<file path="config.mk">
export PLATFORM = sky130hd
export DESIGN_NAME = multicycle_controller
export DESIGN_NICKNAME = d
export VERILOG_FILES = /design/src/rtl/core_pkg.sv /design/src/rtl/opcode_decoder.sv /design/src/rtl/multicycle_controller.sv
export SDC_FILE = /design/constraint.sdc
export NUM_CORES = 1
export LEC_CHECK = 0
export CAP_MARGIN = 20
export CORE_MARGIN = 8
export CORE_UTILIZATION = 50
export DETAILED_ROUTE_END_ITERATION = 7
export GPL_TIMING_DRIVEN = 0
export PLACE_DENSITY = 0.79
export RECOVER_POWER = 100
export SYNTH_ARGS = -nofsm -noshare
export SYNTH_HDL_FRONTEND = slang
export SYNTH_SLANG_ARGS = --single-unit
</file>
<file path="constraint.sdc">
create_clock -name clk -period 2.1 [get_ports clk]
set_clock_uncertainty 0.05 [all_clocks]
set_input_delay 0.315 -clock clk [delete_from_list [all_inputs] [get_ports clk]]
set_output_delay 0.315 -clock clk [all_outputs]
set_load 0.02 [all_outputs]
</file>
<file path="src/rtl/core_pkg.sv">
`default_nettype none
// ============================================================================
// Module  : core_pkg
// Brief   : Shared opcodes, encodings and enums for the multi-cycle RV32I core.
// Revision: 1.0 - initial release
// ============================================================================
package core_pkg;

    localparam logic [6:0] OPC_LOAD   = 7'b0000011;
    localparam logic [6:0] OPC_OPIMM  = 7'b0010011;
    localparam logic [6:0] OPC_AUIPC  = 7'b0010111;
    localparam logic [6:0] OPC_STORE  = 7'b0100011;
    localparam logic [6:0] OPC_OP     = 7'b0110011;
    localparam logic [6:0] OPC_LUI    = 7'b0110111;
    localparam logic [6:0] OPC_BRANCH = 7'b1100011;
    localparam logic [6:0] OPC_JALR   = 7'b1100111;
    localparam logic [6:0] OPC_JAL    = 7'b1101111;

    typedef enum logic [2:0] {
        IMM_I = 3'd0,
        IMM_S = 3'd1,
        IMM_B = 3'd2,
        IMM_U = 3'd3,
        IMM_J = 3'd4
    } imm_type_e;

    typedef enum logic [3:0] {
        CLS_OP      = 4'd0,
        CLS_OPIMM   = 4'd1,
        CLS_LUI     = 4'd2,
        CLS_AUIPC   = 4'd3,
        CLS_LOAD    = 4'd4,
        CLS_STORE   = 4'd5,
        CLS_BRANCH  = 4'd6,
        CLS_JAL     = 4'd7,
        CLS_JALR    = 4'd8,
        CLS_ILLEGAL = 4'd9
    } instr_class_e;

    localparam logic [1:0] PC_SRC_PC4  = 2'd0;
    localparam logic [1:0] PC_SRC_ALU  = 2'd1;
    localparam logic [1:0] PC_SRC_TRAP = 2'd2;

    localparam logic [1:0] ALU_A_RS1  = 2'd0;
    localparam logic [1:0] ALU_A_PC   = 2'd1;
    localparam logic [1:0] ALU_A_ZERO = 2'd2;

    localparam logic [1:0] ALU_B_RS2  = 2'd0;
    localparam logic [1:0] ALU_B_IMM  = 2'd1;
    localparam logic [1:0] ALU_B_FOUR = 2'd2;

    localparam logic [1:0] ALUOP_ADD   = 2'd0;
    localparam logic [1:0] ALUOP_CMP   = 2'd1;
    localparam logic [1:0] ALUOP_FUNCT = 2'd2;

    localparam logic [1:0] WB_ALU = 2'd0;
    localparam logic [1:0] WB_MEM = 2'd1;
    localparam logic [1:0] WB_PC4 = 2'd2;

    typedef enum logic [2:0] {
        ST_FETCH   = 3'd0,
        ST_DECODE  = 3'd1,
        ST_EXECUTE = 3'd2,
        ST_MEM     = 3'd3,
        ST_WB      = 3'd4,
        ST_TRAP    = 3'd5,
        ST_FAULT   = 3'd6
    } state_e;

endpackage
`default_nettype wire

</file>
<file path="src/rtl/opcode_decoder.sv">
`default_nettype none
// ============================================================================
// Module  : opcode_decoder
// Brief   : Combinational opcode to instruction class and immediate format.
// Revision: 1.0 - initial release
// ============================================================================
module opcode_decoder
    import core_pkg::*;
(
    input  logic [6:0] i_opcode,
    output logic [3:0] o_class,
    output logic [2:0] o_imm_type
);

    always_comb begin
        o_class    = CLS_ILLEGAL;
        o_imm_type = IMM_I;
        case (i_opcode)
            OPC_OP:     o_class = CLS_OP;
            OPC_OPIMM:  o_class = CLS_OPIMM;
            OPC_LOAD:   o_class = CLS_LOAD;
            OPC_JALR:   o_class = CLS_JALR;
            OPC_LUI:    begin o_class = CLS_LUI;    o_imm_type = IMM_U; end
            OPC_AUIPC:  begin o_class = CLS_AUIPC;  o_imm_type = IMM_U; end
            OPC_STORE:  begin o_class = CLS_STORE;  o_imm_type = IMM_S; end
            OPC_BRANCH: begin o_class = CLS_BRANCH; o_imm_type = IMM_B; end
            OPC_JAL:    begin o_class = CLS_JAL;    o_imm_type = IMM_J; end
            default:    o_class = CLS_ILLEGAL;
        endcase
    end

endmodule
`default_nettype wire

</file>
<file path="src/rtl/multicycle_controller.sv">
`default_nettype none
// ============================================================================
// Module  : multicycle_controller
// Brief   : Main FSM of the multi-cycle RV32I core with memory timeout fault.
//           Build option: ILLEGAL_TRAP_EN routes unknown opcodes to a TRAP state.
// Revision: 1.0 - initial release
// ============================================================================
module multicycle_controller
    import core_pkg::*;
#(
    parameter int MEM_TIMEOUT = 255,
    parameter int CNT_W       = 16
) (
    input  logic       clk,
    input  logic       rst,
    input  logic [6:0] opcode,
    input  logic [2:0] funct3,
    input  logic       branch_taken,
    input  logic       mem_ready,
    output logic       mem_req,
    output logic       mem_we,
    output logic       mem_addr_sel,
    output logic       ir_write,
    output logic       pc_write,
    output logic [1:0] pc_src,
    output logic [1:0] alu_src_a,
    output logic [1:0] alu_src_b,
    output logic [1:0] alu_op,
    output logic [2:0] imm_type,
    output logic       reg_write,
    output logic [1:0] wb_sel,
    output logic       instr_retired,
    output logic       trap,
    output logic       fault
);

    state_e             r_state;
    state_e             w_next;
    logic [CNT_W-1:0]   r_cnt;
    logic               r_fault;
    logic [3:0]         w_cls_raw;
    logic [2:0]         w_imm_raw;
    instr_class_e       w_cls;
    logic               w_timeout;
    logic               w_is_jump;
    logic               w_unused_funct3;

    opcode_decoder u_decoder (
        .i_opcode   (opcode),
        .o_class    (w_cls_raw),
        .o_imm_type (w_imm_raw)
    );

    assign w_cls     = instr_class_e'(w_cls_raw);
    assign w_is_jump = (w_cls == CLS_JAL) || (w_cls == CLS_JALR);
    // Limit is reached on the cycle the counter would become MEM_TIMEOUT.
    assign w_timeout = (r_cnt == CNT_W'(MEM_TIMEOUT - 1)) && !mem_ready;
    // The ALU consumes funct3 directly; the controller only selects compare mode.
    assign w_unused_funct3 = ^funct3;
    assign fault     = r_fault;

    always_ff @(posedge clk) begin
        if (rst) begin
            r_state <= ST_FETCH;
            r_cnt   <= '0;
            r_fault <= 1'b0;
        end else begin
            r_state <= w_next;
            if (w_next != r_state) begin
                r_cnt <= '0;
            end else if (r_state == ST_FETCH || r_state == ST_MEM) begin
                r_cnt <= r_cnt + CNT_W'(1);
            end
            if (w_next == ST_FAULT) begin
                r_fault <= 1'b1;
            end
        end
    end

    always_comb begin
        w_next        = r_state;
        mem_req       = 1'b0;
        mem_we        = 1'b0;
        mem_addr_sel  = 1'b0;
        ir_write      = 1'b0;
        pc_write      = 1'b0;
        pc_src        = PC_SRC_PC4;
        alu_src_a     = ALU_A_RS1;
        alu_src_b     = ALU_B_RS2;
        alu_op        = ALUOP_ADD;
        imm_type      = w_imm_raw;
        reg_write     = 1'b0;
        wb_sel        = WB_ALU;
        instr_retired = 1'b0;
        trap          = 1'b0;

        case (r_state)
            ST_FETCH: begin
                mem_req = 1'b1;
                if (mem_ready) begin
                    ir_write = 1'b1;
                    w_next   = ST_DECODE;
                end else if (w_timeout) begin
                    w_next = ST_FAULT;
                end
            end
            ST_DECODE: begin
                alu_src_a = ALU_A_PC;
                alu_src_b = ALU_B_IMM;
                w_next    = ST_EXECUTE;
            end
            ST_EXECUTE: begin
                case (w_cls)
                    CLS_OP: begin
                        alu_op = ALUOP_FUNCT;
                        w_next = ST_WB;
                    end
                    CLS_OPIMM: begin
                        alu_src_b = ALU_B_IMM;
                        alu_op    = ALUOP_FUNCT;
                        w_next    = ST_WB;
                    end
                    CLS_LUI: begin
                        alu_src_a = ALU_A_ZERO;
                        alu_src_b = ALU_B_IMM;
                        w_next    = ST_WB;
                    end
                    CLS_AUIPC: begin
                        alu_src_a = ALU_A_PC;
                        alu_src_b = ALU_B_IMM;
                        w_next    = ST_WB;
                    end
                    CLS_LOAD, CLS_STORE: begin
                        alu_src_b = ALU_B_IMM;
                        w_next    = ST_MEM;
                    end
                    CLS_BRANCH: begin
                        alu_op        = ALUOP_CMP;
                        pc_write      = 1'b1;
                        pc_src        = branch_taken ? PC_SRC_ALU : PC_SRC_PC4;
                        instr_retired = 1'b1;
                        w_next        = ST_FETCH;
                    end
                    CLS_JAL, CLS_JALR: begin
                        // JAL target comes from DECODE; JALR recomputes rs1 + imm.
                        if (w_cls == CLS_JALR) begin
                            alu_src_b = ALU_B_IMM;
                        end
                        pc_write = 1'b1;
                        pc_src   = PC_SRC_ALU;
                        w_next   = ST_WB;
                    end
                    default: begin
`ifdef ILLEGAL_TRAP_EN
                        w_next = ST_TRAP;
`else
                        pc_write      = 1'b1;
                        pc_src        = PC_SRC_PC4;
                        instr_retired = 1'b1;
                        w_next        = ST_FETCH;
`endif
                    end
                endcase
            end
            ST_MEM: begin
                mem_req      = 1'b1;
                mem_addr_sel = 1'b1;
                mem_we       = (w_cls == CLS_STORE);
                if (mem_ready) begin
                    if (w_cls == CLS_STORE) begin
                        pc_write      = 1'b1;
                        pc_src        = PC_SRC_PC4;
                        instr_retired = 1'b1;
                        w_next        = ST_FETCH;
                    end else begin
                        w_next = ST_WB;
                    end
                end else if (w_timeout) begin
                    w_next = ST_FAULT;
                end
            end
            ST_WB: begin
                reg_write     = 1'b1;
                wb_sel        = (w_cls == CLS_LOAD) ? WB_MEM : (w_is_jump ? WB_PC4 : WB_ALU);
                pc_write      = !w_is_jump;
                pc_src        = PC_SRC_PC4;
                instr_retired = 1'b1;
                w_next        = ST_FETCH;
            end
`ifdef ILLEGAL_TRAP_EN
            ST_TRAP: begin
                trap     = 1'b1;
                pc_write = 1'b1;
                pc_src   = PC_SRC_TRAP;
                w_next   = ST_FETCH;
            end
`endif
            ST_FAULT: begin
                w_next = ST_FAULT;
            end
            default: begin
                w_next = ST_FETCH;
            end
        endcase

        // Strobes are suppressed while reset is held so a pending request is abandoned.
        if (rst) begin
            mem_req       = 1'b0;
            mem_we        = 1'b0;
            ir_write      = 1'b0;
            pc_write      = 1'b0;
            reg_write     = 1'b0;
            instr_retired = 1'b0;
            trap          = 1'b0;
        end
    end

endmodule
`default_nettype wire

</file>
[After elaboration in Yosys (flattened, before gate mapping)]
Index checks and enable logic that the tools add are counted.
Storage, ports and cells
  output and inout bits: 22
  bits in registers: 20
  logic and storage cells: 85
Operators by class
  reduce and logical (&&, ||, !) cells: 17
  add/sub/neg operators: 1
  muxes and demuxes: 39
  equality and inequality tests: 25
Operators by type and width (count)
  $pmux W4 S9: 1
  $eq A7 B6 Y1 const B: 3
  $eq A7 B7 Y1 const B: 3
  $mux W1: 19
  $add A16 B1 Y16 const B: 1
  $eq A16 B8 Y1 const B: 1
  $eq A4 B3 Y1 const B: 4
  $pmux W3 S5: 1
  $eq A7 B5 Y1 const B: 2
  $mux W3: 4
  $pmux W2 S2: 3
  $pmux W3 S4: 1
  $reduce_or A2 Y1: 6
  $reduce_or A6 Y1: 2
  $eq A3 B3 Y1 const B: 3
  $eq A4 B2 Y1 const B: 2
  $mux W2: 4
  $reduce_or A8 Y1: 1
  $eq A7 B2 Y1 const B: 1
  $eq A3 B2 Y1 const B: 2
  $pmux W1 S2: 3
  $pmux W1 S3: 2
  $pmux W3 S2: 1
  $reduce_or A5 Y1: 1
  other kinds (9): 11

[Depth between registers and ports, before layout]
Gate-level depths: netlist of the first run.
  depth after elaboration: 8
  depth in mapped cells: 6
  depth with buffers taken out: 6

[Modules after synthesis]
A second synthesis of the first run with hierarchy kept.
Second synthesis, totals
  cells, all modules: 195
  area total of the unflattened synthesis: 1503.9 µm²
By module, submodules not included
  multicycle_controller: area each 1320.0 µm², seq. area each 400.4 µm², cells an instance 166, times used 1
  opcode_decoder: area each 183.9 µm², seq. area each 0.0 µm², cells an instance 29, times used 1

[Worst setup path before layout of the first run]
Ideal clock, no wire load.
  path type: input to output
  start: in opcode[5]
  end: out alu_src_a[0]
  path buffers: 1
  data required time: 1735 ps
  arrival time: 1810 ps
  cell stages on the path: 5
  setup slack: -75 ps
  cell sequence: clkbuf_1 -> nand2_1 -> nor3_1 -> o211ai_1 -> a21oi_1
Between the ends
  word-level cells in the longest chain between the ends: 5
Ends and longest elaborated chain
  from (decl): RTL line multicycle_controller.sv:16  | input logic [6:0] opcode,
  $eq A7 B7 Y1, or another cell as far along: RTL line opcode_decoder.sv:18  | case (i_opcode)
  $pmux W4 S9 (*): RTL line opcode_decoder.sv:18
  $eq A4 B2 Y1: RTL line multicycle_controller.sv:113  | case (w_cls)
  $pmux W2 S2 (*): RTL line multicycle_controller.sv:113
  $pmux W2 S2 (*): RTL line multicycle_controller.sv:97  | case (r_state)
  to (decl): RTL line multicycle_controller.sv:26  | output logic [1:0] alu_src_a,
Mark *: on every way between the ends. The rest lies on a longest branch, timed or not.

[Final worst setup path of the first run]
  start: in opcode[6]
  end: out pc_write
Between the ends
  word-level cells in the longest chain between the ends: 7
Ends and longest elaborated chain
  $eq A7 B7 Y1, or another cell as far along: RTL line opcode_decoder.sv:18
  $pmux W4 S9 (*): RTL line opcode_decoder.sv:18
  $eq A4 B3 Y1, or another cell as far along: RTL line multicycle_controller.sv:113, multicycle_controller.sv:170
  $reduce_or A6 Y1 (no source line), or another cell as far along
  $mux W1, or another cell as far along: RTL line multicycle_controller.sv:113
  $pmux W1 S3 (*): RTL line multicycle_controller.sv:97
  $mux W1 (*): RTL line multicycle_controller.sv:207  | if (rst) begin
  to (decl): RTL line multicycle_controller.sv:24  | output logic pc_write,
Marked as above.

==> results of run 1 <==
## metal layers
layer  vias up  wire length (um)
met4         0               140
met5         -                 0
met3        13               317
met1       890              2223
li1        888                 -
met2        82              2563
## layout make-up
cell class	instances	area share (%)
Buffer	14	5.030
Clock buffer	4	1.603
Inverter	6	1.216
Multi-Input combinational cell	166	52.68
Sequential cell	20	18.19
Tap cell	44	2.432
Timing Repair Buffer	55	18.85
## final timing paths
path | depth (start not counted) | endpoint | slack, ns | start
max | 8 | pc_write | -0.07 | opcode[6]
min | 3 | r_state[0] | 0.38 | mem_ready
max reg2reg | 4 | r_cnt[7] | 0.22 | r_cnt[10]
min reg2reg | 2 | r_cnt[14] | 0.47 | r_cnt[14]
## logic make-up after synthesis
| kind of cell | share of synthesized area, % |
|---|---|
| flops | 24.86 |
| compound gates | 20.44 |
| xor+xnor | 6.605 |
| other cells | 0.2329 |
| buf+inv | 6.681 |
| simple gates | 39.63 |
| fa+ha+maj | 1.554 |
## registers in the layout (all words and copies together), names as in the netlist
register / count
r_cnt: 16
r_state: 3
fault: 1
## timing repair
item / 4_1_cts / 5_1_grt
hold buffers: 0 / 0
endpoints found under the setup margin: 18 / 13
pin swaps: 11 / 8
gates resized for setup: 92 / 21
buffers inserted: 18 / 12
## per-stage QoR
stage,setup TNS (ns),setup WS [ns]
2_1_floorplan,0,0.04373
3_3_place_gp,-12.61,-0.8591
3_5_place_dp,-13.18,-0.9065
4_1_cts,-0.1798,-0.1085
5_1_grt,-0.3468,-0.1480
6_report,-0.1103,-0.06872
## worst register-to-register path, delay by kind of cell (launching register included)
| kind | cells | cell delay [ns] |
|---|---|---|
| compound gates | 1 | 0.53 |
| flops | 1 | 0.36 |
| simple gates | 3 | 0.82 |
## power breakdown
group	leakage (nW)	internal (mW)	switching, mW	total (mW)
combinational	0.714	0.106	0.140	0.245
clock	0.0210	0.106	0.126	0.232
sequential	0.164	0.383	0.00665	0.389
total	0.899	0.595	0.272	0.867
## cell usage after synthesis (2+ instances only)
cell type and n:
nor3_1 21, dfxtp_1 20, a21oi_1 14, nand2_1 14
nor2_1 11, nand4_1 9, o21ai_0 8, or3_1 8
xor2_1 8, inv_1 6, buf_2 5, nand3b_1 5
nor2b_1 5, buf_4 4, clkbuf_1 4, nand3_1 4
o31ai_1 4, and2_1 3, and3b_1 3, nand2b_1 3
or4_1 3, a211oi_1 2, a41oi_1 2, and3_1 2
and4_1 2, ha_1 2, nand4b_1 2, nor3b_1 2
nor4b_1 2, o211ai_1 2
## placed cells by master, fill, tap and decap left out, types with 4 or more instances in the layout
master and instances:
nand2_1 14, o21ai_0 8, nand4_1 9, nor3_2 5, clkbuf_2 4, a21oi_1 14
nor2_1 10, nor3_1 16, dlygate4sd2_1 7, xor2_1 8, or3_1 6, nand3_1 4
nor2b_1 5, dfxtp_1 17, nand3b_1 5, o31ai_1 4, buf_2 9, buf_4 37
==> flow_metrics.py, run 1 <==
metrics = {
    "floorplanning": {
        "start_util_pct": 52.75,
        "placementRows": 20,
        "die_w_um": 72.75,
        "core_area_um2": 3053,
        "die_y_um": 72.75,
        "die_area_um2": 5293,
        "io_pins": 36,
    },
    "critical_path": {
        "cpPeakStageDelay_ns": 0.35,
        "crit_buf_inv": 4,
        "cp_top_family": "buffers and inverters",
        "crit_arrival_ns": 1.80,
        "cp-start-kind": "primary input",
        "crit_type": "primary input to output port",
        "cp.required_ns": 1.74,
        "cp_max_fo": 8,
        "crit_path_top_delay_cell": "nor4b_2",
        "path_cells": "clkdlybuf4s15_1 -> clkbuf_8 -> nor4b_2 -> nand4_1 -> buf_4 -> o221a_4 -> nor2_4 -> buf_6",
        "end_kind": "output port",
    },
    "clock_tree": {
        "clk_pin_slew_ns": 0.12,
        "clk_root_buffer_cell": "clkbuf_4",
        "clk_path_buf_depth": 2,
        "clkLatencyLatePin_ns": 0.31,
        "cts_buffers": 3,
        "cts_sinks": 20,
        "cts_tree": "built",
        "h-tree-depth": 1,
    },
    "cells_and_area": {
        "multi_input_area_um2": 1192,
        "final_util_pct": 74.14,
        "nets": 282,
        "antenna-diode-count": 0,
        "stdcell_area_um2": 2263,
        "ff_latch_area_um2": 411.6,
        "stdcell_count": 309,
        "drive_above_1_share_pct": 32.45,
        "fillers": 240,
        "area_delta_synth_final_pct": 40.56,
    },
    "global_routing": {
        "grt_usage_pct": 18.91,
        "grtUsageMet1_pct": 22.66,
        "grt_pass1_wl_mm": 8.059,
        "grt_util_met3_pct": 3.846,
        "grt_antenna_before_repair": 0,
        "grt_max_degree": 12,
        "use_met2_pct": 31.21,
        "grt_overflow": 0,
        "grt_pass1_vias": 1671,
        "grt.busiest_layer": "met2",
    },
    "placement": {
        "place_congestion": 0.8919,
        "io_buffers": 26,
        "dpl.cell_count": 277,
        "dpl_cell_area_um2": 1938,
        "dp_hpwl_mm": 3.206,
    },
    "pwr": {
        "p_total_mw": 0.8666,
        "p_leak_nw": 0.8989,
        "cellPowerDensity_nw_per_um2": 382.9,
        "ir_drop_mv": 0.3978,
    },
    "run": {
        "maxCapViolCount": 0,
    },
    "logic_synthesis": {
        "synth_area_um2": 1610,
        "yosys.cell_types.count": 55,
        "post-synth-top-area-fraction_pct": 24.86,
        "synthTopCellsByArea": "dfxtp_1, nor3_1, a21oi_1",
        "synth_area_per_cell_um2": 7.855,
        "synthFlopType": "dfxtp_1",
        "synth_top_cell_by_area": "dfxtp_1",
        "ys_ff_latch": 20,
        "synthArstFlopShare_pct": 0,
        "synth_edf_count": 0,
        "synth_cells": 205,
        "ys_warn_count": 0,
        "synth_seq_area_share_pct": 24.86,
    },
    "sta": {
        "fin_ws_ns": -0.06872,
        "layout_min_cycle_time_ns": 2.169,
        "rsz0062_at_grt": "true",
        "slew_headroom_pct": 62.17,
        "max_freq_mhz": 461.1,
        "period_share_pct": 103.3,
        "worst_pin_slew_ns": 0.5657,
        "slew_violations": 0,
        "hold_violations": 0,
        "setup_violations": 2,
        "holdWs_ns": 0.3802,
    },
    "routing": {
        "ant_nets": 0,
        "drt-initial-drc-count": 209,
        "drc": 0,
        "wl_mm": 5.244,
        "wire_per_inst_um": 16.97,
        "avgViaCountPerCell": 6.061,
        "via_count": 1873,
        "dr.pass1.iters": 4,
    },
    "worst_hold_path": {
        "hp-class": "primary input to register",
    },
    "status": {
        "status": "finished, violations left",
        "violations": "setup timing",
    },
}
Note: power is estimated with default switching activity, not from simulation.
==> run 2: changes to the inputs <==
MAX_ROUTING_LAYER = met4   (was default)
==> run 2 against run 1 <==
  * The flow still finishes with violations (setup timing)
  * Routed wire length down 4.3%
  * Combinational power down 2%
  * Count of clock-buffer cells in the layout unchanged
  * Largest power group unchanged
==> flow_metrics.py, run 2 (synthesized netlist as in run 1, its figures left out) <==
metrics = {
    "status": {
        "status": "finished, violations left",
        "violations": "setup timing",
    },
    "critical_path": {
        "crit_arrival_ns": 1.81,
        "crit_path_top_delay_cell": "nor4b_2",
        "path_cells": "clkdlybuf4s15_1 -> clkbuf_8 -> nor4b_2 -> nand4_1 -> buf_4 -> o221a_4 -> nor2_4 -> buf_6",
        "cp_max_fo": 8,
        "cp.required_ns": 1.74,
        "end_kind": "output port",
        "cp_top_family": "buffers and inverters",
        "cp-start-kind": "primary input",
        "crit_type": "primary input to output port",
        "cpPeakStageDelay_ns": 0.35,
        "crit_buf_inv": 4,
        "worst-r2r-setup-slack_ns": 0.11,
    },
    "placement": {
        "dp_hpwl_mm": 3.206,
        "place_congestion": 0.9069,
        "io_buffers": 26,
    },
    "cells_and_area": {
        "drive_above_1_share_pct": 31.94,
        "ff_latch_area_um2": 411.6,
        "multi_input_area_um2": 1192,
        "top_register": "r_cnt",
        "final_util_pct": 73.93,
        "antenna-diode-count": 0,
        "layout_commonest_cell": "buf_4",
        "area_delta_synth_final_pct": 40.17,
        "mostFrequentLayoutCells": "buf_4, dfxtp_1, nor3_1",
        "largest_register_ff_count": 16,
        "fillers": 239,
        "nets": 280,
    },
    "clock_tree": {
        "cts_sinks": 20,
        "cts_buffers": 3,
        "clk_pin_slew_ns": 0.11,
        "cts_tree": "built",
        "h-tree-depth": 1,
        "clk_root_buffer_cell": "clkbuf_4",
        "clkLatencyLatePin_ns": 0.31,
        "clk_path_buf_depth": 2,
    },
    "floorplanning": {
        "die_y_um": 72.75,
        "placementRows": 20,
        "die_w_um": 72.75,
        "start_util_pct": 52.75,
        "core_area_um2": 3053,
        "die_area_um2": 5293,
        "io_pins": 36,
    },
    "sta": {
        "rsz0062_at_grt": "true",
        "period_share_pct": 103.7,
        "max_freq_mhz": 459.3,
        "slew_violations": 0,
        "hold_violations": 0,
        "layout_min_cycle_time_ns": 2.177,
        "holdWs_ns": 0.3835,
        "setup_violations": 2,
        "fin_ws_ns": -0.07734,
    },
    "worst_hold_path": {
        "hp-class": "primary input to register",
    },
    "routing": {
        "via_count": 1810,
        "avgViaCountPerCell": 5.896,
        "drc": 0,
        "drt-initial-drc-count": 159,
        "ant_nets": 0,
        "wl_mm": 5.016,
        "dr.pass1.iters": 4,
        "wire_per_inst_um": 16.34,
    },
    "pwr": {
        "p_total_mw": 0.8565,
        "ir_drop_mv": 0.3952,
        "cellPowerDensity_nw_per_um2": 379.5,
        "p_leak_nw": 0.8969,
    },
    "global_routing": {
        "grt_pass1_wl_mm": 8.059,
        "grt_antenna_before_repair": 0,
        "grt_usage_pct": 19.41,
        "grt_pass1_vias": 1670,
        "grt_max_degree": 12,
        "grt_overflow": 0,
    },
    "run": {
        "maxCapViolCount": 0,
    },
}
==> run 2: cell count changes in the layout (fill, tap and decap cells not counted), sizes merged <==
cell / previous run / this run
buf: 49 / 46
clkbuf: 10 / 11
clkdlybuf4s15: 4 / 3
clkdlybuf4s50: 3 / 2
dlygate4sd2: 7 / 8
dlygate4sd3: 0 / 1
==> run 2: routing by layer <==
metal  wire [um]  track usage, %
met1        2132           22.73
met2        2517           31.11
met3         249           3.846
met4         116           9.111
met5           0               -
==> run 2: where the power goes <==
| group | total [mW] | switching (mW) | internal (mW) |
|---|---|---|---|
| clock | 0.228 | 0.122 | 0.106 |
| sequential | 0.390 | 0.00683 | 0.383 |
| combinational | 0.239 | 0.136 | 0.103 |
| total | 0.856 | 0.264 | 0.592 |
==> run 2: final timing paths <==
check             startpoint          to  cells past startpoint
setup / recovery   opcode[6]    pc_write                      8
hold / removal     mem_ready  r_state[0]                      3
setup reg to reg  r_state[0]    r_cnt[7]                      7
hold reg to reg    r_cnt[15]   r_cnt[15]                      2
==> run 2: area by class of cell <==
class                      count  area share, %
buffer                        14          5.044
clock buffer                   4          1.608
inverter                       6          1.220
multi-input combinational    166          52.83
sequential                    20          18.24
tap                           44          2.439
timing repair buffer          53          18.63
==> run 2: timing repair <==
action,CTS,global route
gates resized for setup,92,21
hold endpoints to repair,0,0
setup buffers,18,10
hold buffers,0,0
pin swaps,11,9
setup endpoints to repair,18,14
==> run 2: through the flow <==
step / instances / setup slack, ns / TNS, ns / cell area (um^2)
after floorplan: 207 / 0.04373 / 0 / 1623
after global placement: 277 / -0.8591 / -12.61 / 1938
after detailed placement: 277 / -0.9065 / -13.18 / 1938
after CTS: 299 / -0.1085 / -0.1798 / 2165
after global routing: 307 / -0.1452 / -0.3603 / 2257
final: 307 / -0.07734 / -0.1325 / 2257
==> run 2: worst min-delay path, delay by kind of cell <==
family	cells	cell delay (ns)
buf+inv	1	0.19
simple gates	1	0.14
compound gates	1	0.07
==> run 3: changes to the inputs <==
CORE_UTILIZATION = 49   (was 50)
HOLD_SLACK_MARGIN = 0.12   (was default)
SYNTH_HIERARCHICAL = 1   (was default)
==> run 3 against run 2 <==
  * The run still ends with setup timing left
  * Total power is 5.8% lower
  * Worst setup slack worse by 0.19 ns
  * Routed wire length is 4.1% lower
  * Die area is 3.7% lower
  * Fmax is 7.9% lower
  * Critical path type unchanged
  * Synthesized area is 6.6% lower
  * Sequential share of layout area is 1.1 points lower
  * Non-clock buffer count is 3 higher
  * Final cell count is 6.2% lower
==> flow_metrics.py, run 3 <==
metrics = {
    "status": {
        "status": "finished, violations left",
        "violations": "setup timing",
    },
    "routing": {
        "via_count": 1659,
        "drc": 0,
        "wl_mm": 4.811,
        "drt-initial-drc-count": 142,
        "avgViaCountPerCell": 5.760,
        "dr.pass1.iters": 4,
        "ant_nets": 0,
        "wire_per_inst_um": 16.70,
    },
    "logic_synthesis": {
        "synth_top_cell_by_area": "dfxtp_1",
        "synth_edf_count": 0,
        "synthTopCellsByArea": "dfxtp_1, nor2_1, xor2_1",
        "synthTopCellsByCount": "nor2_1, dfxtp_1, nand3_1",
        "synthArstFlopShare_pct": 0,
        "yosys.cell_types.count": 53,
        "ys_warn_count": 6,
        "synth.most_common_cell": "nor2_1",
        "synth_area_per_cell_um2": 7.713,
        "synthFlopType": "dfxtp_1",
        "synth_cells": 195,
        "synth_seq_area_share_pct": 26.62,
        "ys_ff_latch": 20,
        "post-synth-top-area-fraction_pct": 26.62,
        "synth_area_um2": 1504,
    },
    "global_routing": {
        "grt_overflow": 0,
        "grt_usage_pct": 15.62,
        "grt_max_degree": 11,
        "grt_pass1_wl_mm": 6.589,
        "grt_antenna_before_repair": 0,
        "grt_pass1_vias": 1413,
    },
    "sta": {
        "fin_ws_ns": -0.2639,
        "hold_violations": 0,
        "setup_violations": 22,
        "max_freq_mhz": 423.0,
        "holdWs_ns": 0.2401,
        "period_share_pct": 112.6,
        "slew_violations": 0,
        "rsz0062_at_grt": "true",
        "worst_pin_slew_ns": 0.5741,
        "slew_headroom_pct": 61.41,
        "layout_min_cycle_time_ns": 2.364,
    },
    "cells_and_area": {
        "largest_register_ff_count": 16,
        "mostFrequentLayoutCells": "buf_4, nor2_1, dfxtp_1",
        "area_delta_synth_final_pct": 55.32,
        "fillers": 184,
        "layout_commonest_cell": "buf_4",
        "stdcell_count": 288,
        "antenna-diode-count": 0,
        "nets": 273,
        "stdcell_area_um2": 2336,
        "final_util_pct": 78.45,
        "top_register": "r_cnt",
        "drive_above_1_share_pct": 41.96,
    },
    "critical_path": {
        "cp_max_fo": 6,
        "cp.required_ns": 1.74,
        "crit_type": "primary input to output port",
        "r2r-start": "r_cnt[0]",
        "cp-start-kind": "primary input",
        "end_kind": "output port",
        "crit_arrival_ns": 2.00,
        "startpoint": "opcode[3]",
    },
    "worst_hold_path": {
        "hp-class": "primary input to register",
        "min_from": "rst",
    },
    "pwr": {
        "clock_power_share_pct": 22.1,
        "cellPowerDensity_nw_per_um2": 345.5,
        "swShare_pct": 30.35,
        "p_int_mw": 0.5620,
        "ir_drop_mv": 0.3046,
        "seqPwrFrac_pct": 48.2,
        "p_leak_nw": 0.9650,
        "switchingPower_mw": 0.2449,
        "comb_power_share_pct": 29.7,
    },
    "clock_tree": {
        "clk_path_buf_depth": 2,
        "h-tree-depth": 1,
        "cts_sinks": 20,
        "cts_tree": "built",
        "clk_root_buffer_cell": "clkbuf_4",
        "clk_pin_slew_ns": 0.10,
        "hold_buffers": 0,
        "cts_buffers": 3,
        "clkLatencyLatePin_ns": 0.30,
    },
    "run": {
        "maxCapViolCount": 0,
    },
    "floorplanning": {
        "die_w_um": 71.40,
        "io_pins": 36,
        "die_y_um": 71.40,
        "core_area_um2": 2978,
        "start_util_pct": 50.50,
        "die_area_um2": 5098,
        "placementRows": 20,
    },
    "placement": {
        "dpl_cell_area_um2": 1858,
        "dp_hpwl_mm": 2.483,
        "io_buffers": 26,
        "dpl.cell_count": 256,
        "place_congestion": 0.7831,
    },
}
## run 3: cell count changes in the layout (fill, tap and decap cells not counted), sizes merged, moves of 4 or more
cell	before	now
buf	46	55
nor3	21	7
o21ai	8	3
nand3	5	14
xor2	8	12
nand4	10	4
a21oi	14	8
nor2	11	34
or3	8	0
## run 3: worst max-delay path, cell delays in order
cell and delay [ns]:
buf_12 0.11, xor2_1 0.19, o32a_1 0.26, nor2_4 0.07, buf_4 0.14, buf_4 0.13
nor3b_4 0.21, nand4_1 0.20, a31oi_4 0.23, buf_6 0.13
## run 3: cell families (layout without fill, tap and decap cells)
group	Yosys count	count (layout)	share of synthesized area, %
AO/OA/AOI/OAI	31	31	14.89
adder cells (fa/ha/maj)	2	2	1.664
multiplexers	2	2	1.331
AND/OR/NAND/NOR	102	102	37.36
flip-flops	20	20	26.62
buffers and inverters	21	79	8.569
other	1	3	0.2493
XOR/XNOR	16	16	9.318
## run 3: through the flow
stage | setup TNS [ns] | setup slack, ns | total power, mW
after floorplan | -0.3109 | -0.1112 | 0.5132
after global routing | -4.006 | -0.3468 | 0.8411
after global placement | -20.72 | -1.274 | 0.5655
final | -1.763 | -0.2639 | 0.8070
after detailed placement | -21.03 | -1.277 | 0.5667
after CTS | -0.6621 | -0.2099 | 0.7564
## run 3: power by group through the flow
stage               sequential, mW  combinational, mW  clock [mW]
finish                       0.389              0.240       0.178
global route                 0.390              0.254       0.197
CTS                          0.389              0.191       0.177
detailed placement           0.397              0.169           0
global placement             0.397              0.168           0
floorplan                    0.397              0.117           0
## run 3: worst paths after layout
kind,endpoint,slack [ns],cells past startpoint
max,instr_retired,-0.26,10
min,r_state[0],0.24,2
max reg2reg,r_state[2],-0.12,8
min reg2reg,fault,0.44,1
## run 3: cell type report
cell class	count	area [um^2]	share of cell area [%]
Multi-Input combinational cell	156	1202	51.47
Timing Repair Buffer	55	480.5	20.57
Tap cell	33	41.29	1.768
Clock buffer	3	22.52	0.9641
Buffer	15	166.4	7.124
Sequential cell	20	400.4	17.14
Inverter	6	22.52	0.9641
## run 3: what timing repair did
action | in CTS | in global routing
endpoints found under the hold margin | 0 | 0
setup endpoints to repair | 35 | 30
gates cloned | 1 | 0
setup buffers | 14 | 14
pin swaps | 16 | 19
resized for setup | 97 | 63
## run 3: layer usage
metal  global-route usage [%]  wire, um
met4                    2.079        72
met1                    19.56      2027
met2                    25.51      2473
met5                        -         0
met3                    3.487       237
